<file path="config.mk">
export PLATFORM = sky130hd
export DESIGN_NAME = mdio_phy_responder_flat
export DESIGN_NICKNAME = d
export VERILOG_FILES = /design/src/rtl/mdio_phy_responder_if.sv /design/src/rtl/mdio_phy_responder.sv /design/src/flat_wrapper.sv
export SDC_FILE = /design/constraint.sdc
export NUM_CORES = 1
export LEC_CHECK = 0
export CORE_MARGIN = 4
export CORE_UTILIZATION = 59
export CTS_CLUSTER_SIZE = 28
export DETAILED_ROUTE_END_ITERATION = 8
export PLACE_DENSITY = 0.82
export SLEW_MARGIN = 20
export SYNTH_ARGS = -nofsm -noshare
export SYNTH_HDL_FRONTEND = slang
export SYNTH_SLANG_ARGS = --single-unit
</file>
<file path="constraint.sdc">
create_clock -name clk -period 2.97 [get_ports clk]
set_input_delay 0.594 -clock clk [delete_from_list [all_inputs] [get_ports clk]]
set_output_delay 0.594 -clock clk [all_outputs]
set_load 0.03 [all_outputs]
</file>
<file path="src/rtl/mdio_phy_responder_if.sv">
// Register strobe bus between the MDIO responder and a local register file.
// master: responder side (addr/strobes/wdata out, rdata in); slave: register file.
interface mdio_phy_responder_if;
  logic [4:0]  reg_addr;
  logic        reg_rd_en;
  logic [15:0] reg_rdata;
  logic        reg_wr_en;
  logic [15:0] reg_wdata;

  modport master (
    output reg_addr,
    output reg_rd_en,
    input  reg_rdata,
    output reg_wr_en,
    output reg_wdata
  );

  modport slave (
    input  reg_addr,
    input  reg_rd_en,
    output reg_rdata,
    input  reg_wr_en,
    input  reg_wdata
  );
endinterface

</file>
<file path="src/rtl/mdio_phy_responder.sv">
// Clause 22 MDIO PHY-side responder: decodes frames for PHY_ADDR, drives read data.
// Ports: clk, reset_n (sync, active-low), mdc, mdio_in, mdio_out, mdio_oen, frame_err, regs.
module mdio_phy_responder #(
  parameter logic [4:0] PHY_ADDR     = 5'd1,
  parameter int         PREAMBLE_LEN = 32
) (
  input  logic clk,
  input  logic reset_n,
  input  logic mdc,
  input  logic mdio_in,
  output logic mdio_out,
  output logic mdio_oen,
  output logic frame_err,
  mdio_phy_responder_if.master regs
);

  localparam logic [3:0] IDLE  = 4'd0;
  localparam logic [3:0] ST1   = 4'd1;
  localparam logic [3:0] OP    = 4'd2;
  localparam logic [3:0] PHYAD = 4'd3;
  localparam logic [3:0] REGAD = 4'd4;
  localparam logic [3:0] TA_RD = 4'd5;
  localparam logic [3:0] RDATA = 4'd6;
  localparam logic [3:0] TA_WR = 4'd7;
  localparam logic [3:0] WDATA = 4'd8;

  localparam logic [5:0] PRE = 6'(PREAMBLE_LEN);

  logic [1:0]  mdc_s;
  logic [1:0]  mdi_s;
  logic        mdc_d;
  logic        bit_edge;
  logic        bit_val;

  logic [3:0]  state;
  logic [5:0]  ones_cnt;
  logic [4:0]  cnt;
  logic        is_rd;
  logic        op_hi;
  logic [4:0]  phy_sr;
  logic [4:0]  reg_sr;
  logic [15:0] sh;
  logic        rd_cap;

  // Synchronisers run through reset so no false edge appears on release.
  always_ff @(posedge clk) begin
    mdc_s <= {mdc_s[0], mdc};
    mdi_s <= {mdi_s[0], mdio_in};
    mdc_d <= mdc_s[1];
  end

  assign bit_edge = mdc_s[1] & ~mdc_d;
  assign bit_val  = mdi_s[1];

  always_ff @(posedge clk) begin
    if (!reset_n) begin
      state          <= IDLE;
      ones_cnt       <= '0;
      cnt            <= '0;
      is_rd          <= 1'b0;
      op_hi          <= 1'b0;
      phy_sr         <= '0;
      reg_sr         <= '0;
      sh             <= '0;
      rd_cap         <= 1'b0;
      mdio_out       <= 1'b0;
      mdio_oen       <= 1'b1;
      frame_err      <= 1'b0;
      regs.reg_addr  <= '0;
      regs.reg_rd_en <= 1'b0;
      regs.reg_wr_en <= 1'b0;
      regs.reg_wdata <= '0;
    end else begin
      regs.reg_rd_en <= 1'b0;
      regs.reg_wr_en <= 1'b0;
      frame_err      <= 1'b0;
      // Read data is sampled once, the clk after the strobe.
      rd_cap <= regs.reg_rd_en;
      if (rd_cap) sh <= regs.reg_rdata;
      if (bit_edge) begin
        unique case (state)
          IDLE: begin
            if (bit_val) begin
              if (ones_cnt != PRE) ones_cnt <= ones_cnt + 6'd1;
            end else if (ones_cnt == PRE) begin
              ones_cnt <= '0;
              state    <= ST1;
            end else begin
              ones_cnt <= '0;
            end
          end
          ST1: begin
            cnt   <= '0;
            state <= bit_val ? OP : IDLE;
          end
          OP: begin
            if (cnt == 5'd0) begin
              op_hi <= bit_val;
              cnt   <= 5'd1;
            end else begin
              cnt <= '0;
              if (op_hi != bit_val) begin
                is_rd <= op_hi;
                state <= PHYAD;
              end else begin
                frame_err <= 1'b1;
                state     <= IDLE;
              end
            end
          end
          PHYAD: begin
            phy_sr <= {phy_sr[3:0], bit_val};
            if (cnt == 5'd4) begin
              cnt   <= '0;
              state <= REGAD;
            end else begin
              cnt <= cnt + 5'd1;
            end
          end
          REGAD: begin
            reg_sr <= {reg_sr[3:0], bit_val};
            if (cnt == 5'd4) begin
              cnt <= '0;
              if (phy_sr == PHY_ADDR) begin
                regs.reg_addr  <= {reg_sr[3:0], bit_val};
                regs.reg_rd_en <= is_rd;
                state          <= is_rd ? TA_RD : TA_WR;
              end else begin
                state <= IDLE;
              end
            end else begin
              cnt <= cnt + 5'd1;
            end
          end
          TA_RD: begin
            mdio_oen <= 1'b0;
            mdio_out <= 1'b0;
            cnt      <= '0;
            state    <= RDATA;
          end
          RDATA: begin
            if (cnt == 5'd16) begin
              mdio_oen <= 1'b1;
              mdio_out <= 1'b0;
              cnt      <= '0;
              state    <= IDLE;
            end else begin
              mdio_out <= sh[15];
              sh       <= {sh[14:0], 1'b0};
              cnt      <= cnt + 5'd1;
            end
          end
          TA_WR: begin
            if (cnt == 5'd0) begin
              if (bit_val) begin
                cnt <= 5'd1;
              end else begin
                frame_err <= 1'b1;
                state     <= IDLE;
              end
            end else begin
              cnt <= '0;
              if (!bit_val) begin
                state <= WDATA;
              end else begin
                frame_err <= 1'b1;
                state     <= IDLE;
              end
            end
          end
          WDATA: begin
            sh <= {sh[14:0], bit_val};
            if (cnt == 5'd15) begin
              regs.reg_wdata <= {sh[14:0], bit_val};
              regs.reg_wr_en <= 1'b1;
              cnt            <= '0;
              state          <= IDLE;
            end else begin
              cnt <= cnt + 5'd1;
            end
          end
          default: begin
            cnt   <= '0;
            state <= IDLE;
          end
        endcase
      end
    end
  end

endmodule

</file>
<file path="src/flat_wrapper.sv">
// flat-port wrapper written by rule: the top's interface ports become plain ports
module mdio_phy_responder_flat 
#(
  parameter logic [4:0] PHY_ADDR     = 5'd1,
  parameter int         PREAMBLE_LEN = 32
)
  (clk, reset_n, mdc, mdio_in, mdio_out, mdio_oen, frame_err, regs_reg_addr, regs_reg_rd_en, regs_reg_rdata, regs_reg_wr_en, regs_reg_wdata);
  mdio_phy_responder_if regs_i ();
  input  logic clk;
  input  logic reset_n;
  input  logic mdc;
  input  logic mdio_in;
  output logic mdio_out;
  output logic mdio_oen;
  output logic frame_err;
  output wire logic [$bits(regs_i.reg_addr)-1:0] regs_reg_addr;
  output wire logic [$bits(regs_i.reg_rd_en)-1:0] regs_reg_rd_en;
  input wire logic [$bits(regs_i.reg_rdata)-1:0] regs_reg_rdata;
  output wire logic [$bits(regs_i.reg_wr_en)-1:0] regs_reg_wr_en;
  output wire logic [$bits(regs_i.reg_wdata)-1:0] regs_reg_wdata;
  assign regs_reg_addr = regs_i.reg_addr;
  assign regs_reg_rd_en = regs_i.reg_rd_en;
  assign regs_i.reg_rdata = regs_reg_rdata;
  assign regs_reg_wr_en = regs_i.reg_wr_en;
  assign regs_reg_wdata = regs_i.reg_wdata;
  mdio_phy_responder #(.PHY_ADDR(PHY_ADDR), .PREAMBLE_LEN(PREAMBLE_LEN)) u_core (.clk(clk), .reset_n(reset_n), .mdc(mdc), .mdio_in(mdio_in), .mdio_out(mdio_out), .mdio_oen(mdio_oen), .frame_err(frame_err), .regs(regs_i));
endmodule
</file>
==> impl_metrics.json, run 1 <==
{
  "numCtsBuffers": 9,
  "drv_cap": 0,
  "setup_viol": 0,
  "ys_seq_area_frac": 0.421,
  "placed_area_mm2": 0.00395,
  "root_buffer": "clkbuf_8",
  "p_clk_frac": 0.441,
  "ant_nets": 0,
  "drc": 0,
  "intPower_w": 0.00151,
  "synth.net_count": 382,
  "ys.flop_type": "dfxtp_1",
  "grt.total_usage": 0.198,
  "wl_per_cell_um": 14.8,
  "ys_warn_count": 0,
  "switching_share": 0.214,
  "path_depth": 5,
  "synth_seq_cells": 74,
  "seqPwrFrac": 0.524,
  "worstSkewPairLatency_ns": 0.35,
  "slew_headroom": 0.383,
  "top_usage_layer": "met2",
  "path_clk_slew_ns": 0.07,
  "period_share": 0.777,
  "htree_levels": 3,
  "syn_area_per_cell_um2": 9.88,
  "cts.path.max_buffers": 2,
  "fmax_mhz": 433,
  "slowest_delay_ns": 0.71,
  "worst-r2r-setup-slack_ns": 0.66,
  "cts_tree": "yes",
  "final_area_mm2": 0.00417,
  "cts_sinks": 74,
  "status": "finished clean",
  "overflow": 0,
  "reg2reg_to": "u_core.state[0]",
  "drive_gt1_frac": 0.0861,
  "hpwl_um": 4690,
  "hold_violations": 0,
  "synth_area_leaders": "dfxtp_1 42%, mux2i_1 13%, nor2b_1 5.7%",
  "drt_iter0_drc": 152,
  "switchingPower_w": 0.000409,
  "syn2layout_area_growth_pct": 18.5,
  "grt_setup_unrepaired": "no",
  "async_reset_ff_frac": 0,
  "wl_um": 6900,
  "synth_top_area_frac": 0.421,
  "yosys.area.top_type": "dfxtp_1",
  "grt_pass1_vias": 2466,
  "die-area_mm2": 0.00726,
  "gp_congestion": 0.871,
  "synth.cell_area_mm2": 0.00352,
  "finalClockSkew_ns": 0.0153,
  "core_mm2": 0.00564,
  "final_util": 0.739,
  "pwr_density_cell_mw_per_mm2": 459,
  "met3_usage": 0.0417,
  "cp_data_required_time_ns": 3.24,
  "combPwrFrac": 0.036,
  "die_h_um": 85.2,
  "num_rows": 27,
  "slew_violations": 0,
  "ff2ff_path_depth": 5,
  "grt_pass1_wl_um": 11700,
  "routed_via_density": 5.63,
  "worst-slew-pin-transition_ns": 0.924,
  "worst-path-max-fanout": 18,
  "cp_cell_sequence": "or4_1 -> o21ai_0 -> a2111oi_0 -> nand2_1 -> mux2i_1",
  "cp-endpoint": "u_core.state[0]",
  "finalNetCount": 417,
  "synth_cell_types": 56,
  "startpoint_type": "register",
  "crit_family": "flip-flops",
  "grtUsageMet1": 0.278,
  "antenna_found_initial": 0,
  "post-cts-setup-buffers": 0,
  "crit_type": "register to register",
  "drt_first_pass_iters": 4,
  "synth_edf_count": 0,
  "ctsHoldBuffers": 0,
  "cp_slowest_cell": "dfxtp_1",
  "hold_path_class": "register to register",
  "antennaDiodeCount": 0,
  "synthCells": 356,
  "cp-end-kind": "register",
  "num_io_pins": 46,
  "period_needed_ns": 2.31,
  "setup_ws_ns": 0.663,
  "via_count": 2629,
  "r2r-start": "u_core.state[1]",
  "critPathBufInv": 0,
  "cp.arrival_ns": 2.57,
  "initial_core_util": 0.624,
  "setup_tns_ns": 0,
  "met2_usage": 0.297,
  "vdd_drop_max_mv": 0.346,
  "p_leak_nw": 1.64,
  "grt_max_degree": 38,
  "place_ws_ns": 0.628,
  "cts_resized": 0,
  "crit_path_start": "u_core.state[1]",
  "die_w_um": 85.2,
  "io_buffers": 45
}
==> cells by family after synthesis <==
family	share of synthesized area
mux	0.134
buf+inv	0.0448
xor+xnor	0.0174
compound gates	0.133
flops	0.421
simple gates	0.228
fa+ha+maj	0.0213
==> routing by layer <==
metal,routed length [um],up-vias
li1,-,1332
met1,3330,1219
met2,3140,65
met3,312,13
met4,125,0
met5,0,-
==> per-stage QoR <==
| step | hold WS, ns | total power, W | instances |
|---|---|---|---|
| 2_1_floorplan | 0.310 | 0.00106 | 356 |
| 3_3_place_gp | 0.311 | 0.00109 | 452 |
| 3_5_place_dp | 0.318 | 0.00109 | 452 |
| 4_1_cts | 0.342 | 0.00194 | 467 |
| 5_1_grt | 0.352 | 0.00198 | 467 |
| 6_report | 0.338 | 0.00191 | 467 |
==> registers in the layout (all words and copies together), names as in the netlist <==
signal                 cells
u_core.regs.reg_rd_en      1
u_core.mdio_out            1
u_core.phy_sr              5
u_core.frame_err           1
u_core.rd_cap              1
u_core.op_hi               1
u_core.mdio_oen            1
u_core.reg_sr              4
u_core.mdc_d               1
u_core.cnt                 5
u_core.state               4
u_core.mdi_s               2
u_core.sh                 16
u_core.is_rd               1
u_core.regs.reg_addr       5
u_core.mdc_s               2
u_core.regs.reg_wdata     16
u_core.ones_cnt            6
u_core.regs.reg_wr_en      1
==> Yosys cell counts (2+ instances only) <==
library cell and count:
dfxtp_1 74, mux2i_1 46, nand2_1 43, nor2b_1 32
nor2_1 16, o211a_1 16, clkbuf_1 12, nand3_1 10
inv_1 9, o21ai_0 9, ha_1 6, a21boi_0 5
a21oi_1 5, buf_2 5, xnor2_1 5, and2_1 4
buf_6 4, nor4_1 3, nor4b_2 3, o31ai_1 3
a32o_1 2, and3_1 2, nand2b_1 2, nand4b_1 2
nor3_1 2, o211ai_1 2, o22ai_1 2, or4_1 2
or4b_1 2, xor2_1 2
==> cell usage in the layout, fill, tap and decap left out, types with 3 or more instances in the layout <==
cell type,count
clkbuf_8,9
nand2_1,43
nor2b_1,32
dfxtp_1,74
nand3_1,10
o21ai_0,8
and2_1,4
xnor2_1,5
a21oi_1,5
nor4_1,3
nor2_1,16
o211a_1,16
clkdlybuf4s50_1,44
o31ai_1,3
mux2i_1,46
a21boi_0,5
inv_1,9
nor4b_2,3
ha_1,6
==> worst min-delay path by stage <==
stage	end	slack [ns]	from	cells past startpoint
5_1_grt	u_core.mdc_s[1]	0.35	u_core.mdc_s[0]	0
2_1_floorplan	u_core.mdc_s[1]	0.31	u_core.mdc_s[0]	0
6_report	u_core.mdi_s[1]	0.34	u_core.mdi_s[0]	0
3_3_place_gp	u_core.mdc_s[1]	0.31	u_core.mdc_s[0]	0
4_1_cts	u_core.mdi_s[1]	0.34	u_core.mdi_s[0]	0
3_5_place_dp	u_core.mdi_s[1]	0.32	u_core.mdi_s[0]	0
==> final cells by class <==
class / instances / area, um^2
multi-input combinational: 250 / 1890
tap: 72 / 90.1
sequential: 74 / 1480
clock buffer: 9 / 124
inverter: 9 / 33.8
fill: 401 / 1470
timing repair buffer: 47 / 460
clock inverter: 6 / 90.1
==> power by group through the flow <==
stage	logic (W)	registers [W]	clock network [W]
after floorplan	0.0000365	0.00102	0
after global placement	0.0000671	0.00103	0
after detailed placement	0.0000677	0.00103	0
after CTS	0.0000682	0.00100	0.000866
after global routing	0.0000740	0.00100	0.000902
final	0.0000683	0.00100	0.000843
(Power assumes the default switching activity.)
==> run 2: changes to the inputs <==
--- a/config.mk
+++ b/config.mk
@@ -6,10 +6,10 @@
 export NUM_CORES = 1
 export LEC_CHECK = 0
 export CORE_MARGIN = 4
-export CORE_UTILIZATION = 59
+export CORE_UTILIZATION = 50
 export CTS_CLUSTER_SIZE = 28
 export DETAILED_ROUTE_END_ITERATION = 8
-export PLACE_DENSITY = 0.82
+export PLACE_DENSITY = 0.73
 export SLEW_MARGIN = 20
 export SYNTH_ARGS = -nofsm -noshare
 export SYNTH_HDL_FRONTEND = slang
==> constraint.sdc (replaced) <==
create_clock -name clk -period 1.9 [get_ports clk]
set_input_delay 0.38 -clock clk [delete_from_list [all_inputs] [get_ports clk]]
set_output_delay 0.38 -clock clk [all_outputs]
set_load 0.03 [all_outputs]
==> run 2 against run 1 <==
  * Critical path depth rose by 2
  * Cell area increased by 9.6%
  * Power grew 61%
  * Clock power rose by 65%
  * Clock skew is 0.0037 ns lower
  * Final cell count is 13% higher
  * Wire length increased by 10%
  * Core utilization is 7.0 points lower
  * Critical path type unchanged
==> impl_metrics.json, run 2 (synthesis gave the netlist of run 1 again) <==
{
  "hold_path_class": "register to register",
  "cts.path.max_buffers": 2,
  "cp_cell_sequence": "inv_2 -> ha_4 -> or4b_4 -> o311ai_4 -> buf_6 -> nor2_2 -> a32o_1",
  "die_h_um": 91.9,
  "antennaDiodeCount": 0,
  "slew_headroom": 0.745,
  "p_leak_nw": 1.84,
  "routed_via_density": 5.26,
  "cp_data_required_time_ns": 2.15,
  "drc": 0,
  "slew_violations": 0,
  "crit_type": "register to register",
  "cp-end-kind": "register",
  "status": "finished clean",
  "num_rows": 30,
  "htree_levels": 3,
  "drv_cap": 0,
  "final_util": 0.669,
  "power.total_w": 0.00308,
  "wl_per_cell_um": 14.5,
  "cp.arrival_ns": 2.08,
  "grt_setup_unrepaired": "yes",
  "ff_latch_area_mm2": 0.00148,
  "startpoint_type": "register",
  "grt_max_degree": 32,
  "grt_pass1_vias": 2646,
  "die-area_mm2": 0.00844,
  "cts_tree": "yes",
  "numCtsBuffers": 9,
  "vdd_drop_max_mv": 0.451,
  "top_usage_layer": "met2",
  "grt_pass1_wl_um": 12900,
  "met2_usage": 0.291,
  "grt.total_usage": 0.189,
  "overflow": 0,
  "period_needed_ns": 1.83,
  "syn2layout_area_growth_pct": 29.9,
  "io_buffers": 45,
  "multi_input_area_mm2": 0.00193,
  "cp_slowest_cell": "or4b_4",
  "initial_core_util": 0.515,
  "worstSkewPairLatency_ns": 0.36,
  "drt_first_pass_iters": 5,
  "worst-r2r-setup-slack_ns": 0.07,
  "drive_gt1_frac": 0.186,
  "hold_violations": 0,
  "die_w_um": 91.9,
  "core_mm2": 0.00683,
  "setup_viol": 0,
  "via_count": 2765,
  "ant_nets": 0,
  "most-common-layout-cells": "72 x dfxtp_1, 46 x mux2i_1, 44 x clkdlybuf4s50_1",
  "pwr_density_cell_mw_per_mm2": 673,
  "finalClockSkew_ns": 0.0116,
  "path_clk_slew_ns": 0.08,
  "fmax_mhz": 546,
  "worst-path-max-fanout": 8,
  "period_share": 0.964,
  "final_common_cell": "dfxtp_1",
  "hpwl_um": 5270,
  "reg_top3": "u_core.regs.reg_wdata: 16 flops, u_core.sh: 16 flops, u_core.ones_cnt: 6 flops",
  "slowest_delay_ns": 0.52,
  "drt_iter0_drc": 182,
  "root_buffer": "clkbuf_8",
  "num_io_pins": 46,
  "gp_congestion": 0.825,
  "cts_sinks": 74,
  "worst-slew-pin-transition_ns": 0.383,
  "antenna_found_initial": 0,
  "met3_usage": 0.0435,
  "finalNetCount": 451,
  "nFillCells": 571,
  "grtUsageMet1": 0.251,
  "wl_um": 7630
}
[run 2: cell count changes in the layout (fill, tap and decap cells not counted), moves of 2 or more]
cell     previous run  this run
buf_4               2        30
inv_2               0         2
buf_12              0         4
dfxtp_2             0         2
dfxtp_1            74        72
buf_6               0         2
inv_1               9         7
[run 2: routing by layer]
metal	part of all wire	routed length, um
met2	0.46	3500
met5	0	0
met3	0.036	277
met1	0.48	3680
met4	0.021	163
[run 2: report_power, final]
| part | switching (W) | total (W) | internal [W] | leakage (nW) |
|---|---|---|---|---|
| Sequential | 0.00000516 | 0.00156 | 0.00156 | 0.599 |
| Clock | 0.000601 | 0.00139 | 0.000785 | 0.111 |
| Combinational | 0.0000550 | 0.000128 | 0.0000726 | 1.13 |
[run 2: critical path, delay by kind of cell (launching register included)]
| family | cells | cell delay (ns) |
|---|---|---|
| compound gates | 2 | 0.45 |
| fa+ha+maj | 1 | 0.13 |
| buf+inv | 2 | 0.24 |
| flops | 1 | 0.33 |
| simple gates | 2 | 0.57 |
[run 2: worst paths after layout]
| path | from | endpoint | depth (start not counted) |
|---|---|---|---|
| worst min register to register | u_core.mdi_s[0] | u_core.mdi_s[1] | 0 |
| worst min-delay path | u_core.mdi_s[0] | u_core.mdi_s[1] | 0 |
| worst max register to register | u_core.cnt[0] | u_core.cnt[4] | 7 |
| worst max-delay path | u_core.cnt[0] | u_core.cnt[4] | 7 |
[run 2: timing repair]
action / in CTS / in global routing
hold buffers: 0 / 0
setup buffers: 1 / 0
pin swaps: 4 / 2
resized for setup: 14 / 5
setup endpoints to repair: 11 / 9
[run 2: through the flow]
stage / TNS, ns / instances / area (um^2) / setup slack, ns / hold slack [ns]
detailed placement: -0.883 / 509 / 4280 / -0.144 / 0.312
finish: 0 / 526 / 4570 / 0.0693 / 0.331
CTS: 0 / 526 / 4550 / 0.0118 / 0.331
global placement: -0.0204 / 509 / 4280 / -0.0204 / 0.312
global route: -0.0182 / 526 / 4570 / -0.0182 / 0.336
floorplan: 0 / 356 / 3520 / 0.0410 / 0.310
[run 2: cell type report]
| type | instances | area share |
|---|---|---|
| flip-flops and latches | 74 | 0.325 |
| clock inverters | 5 | 0.0186 |
| inverters | 9 | 0.00739 |
| clock buffers | 11 | 0.0309 |
| well taps | 96 | 0.0263 |
| repair buffers | 81 | 0.169 |
| multi-input cells | 250 | 0.423 |
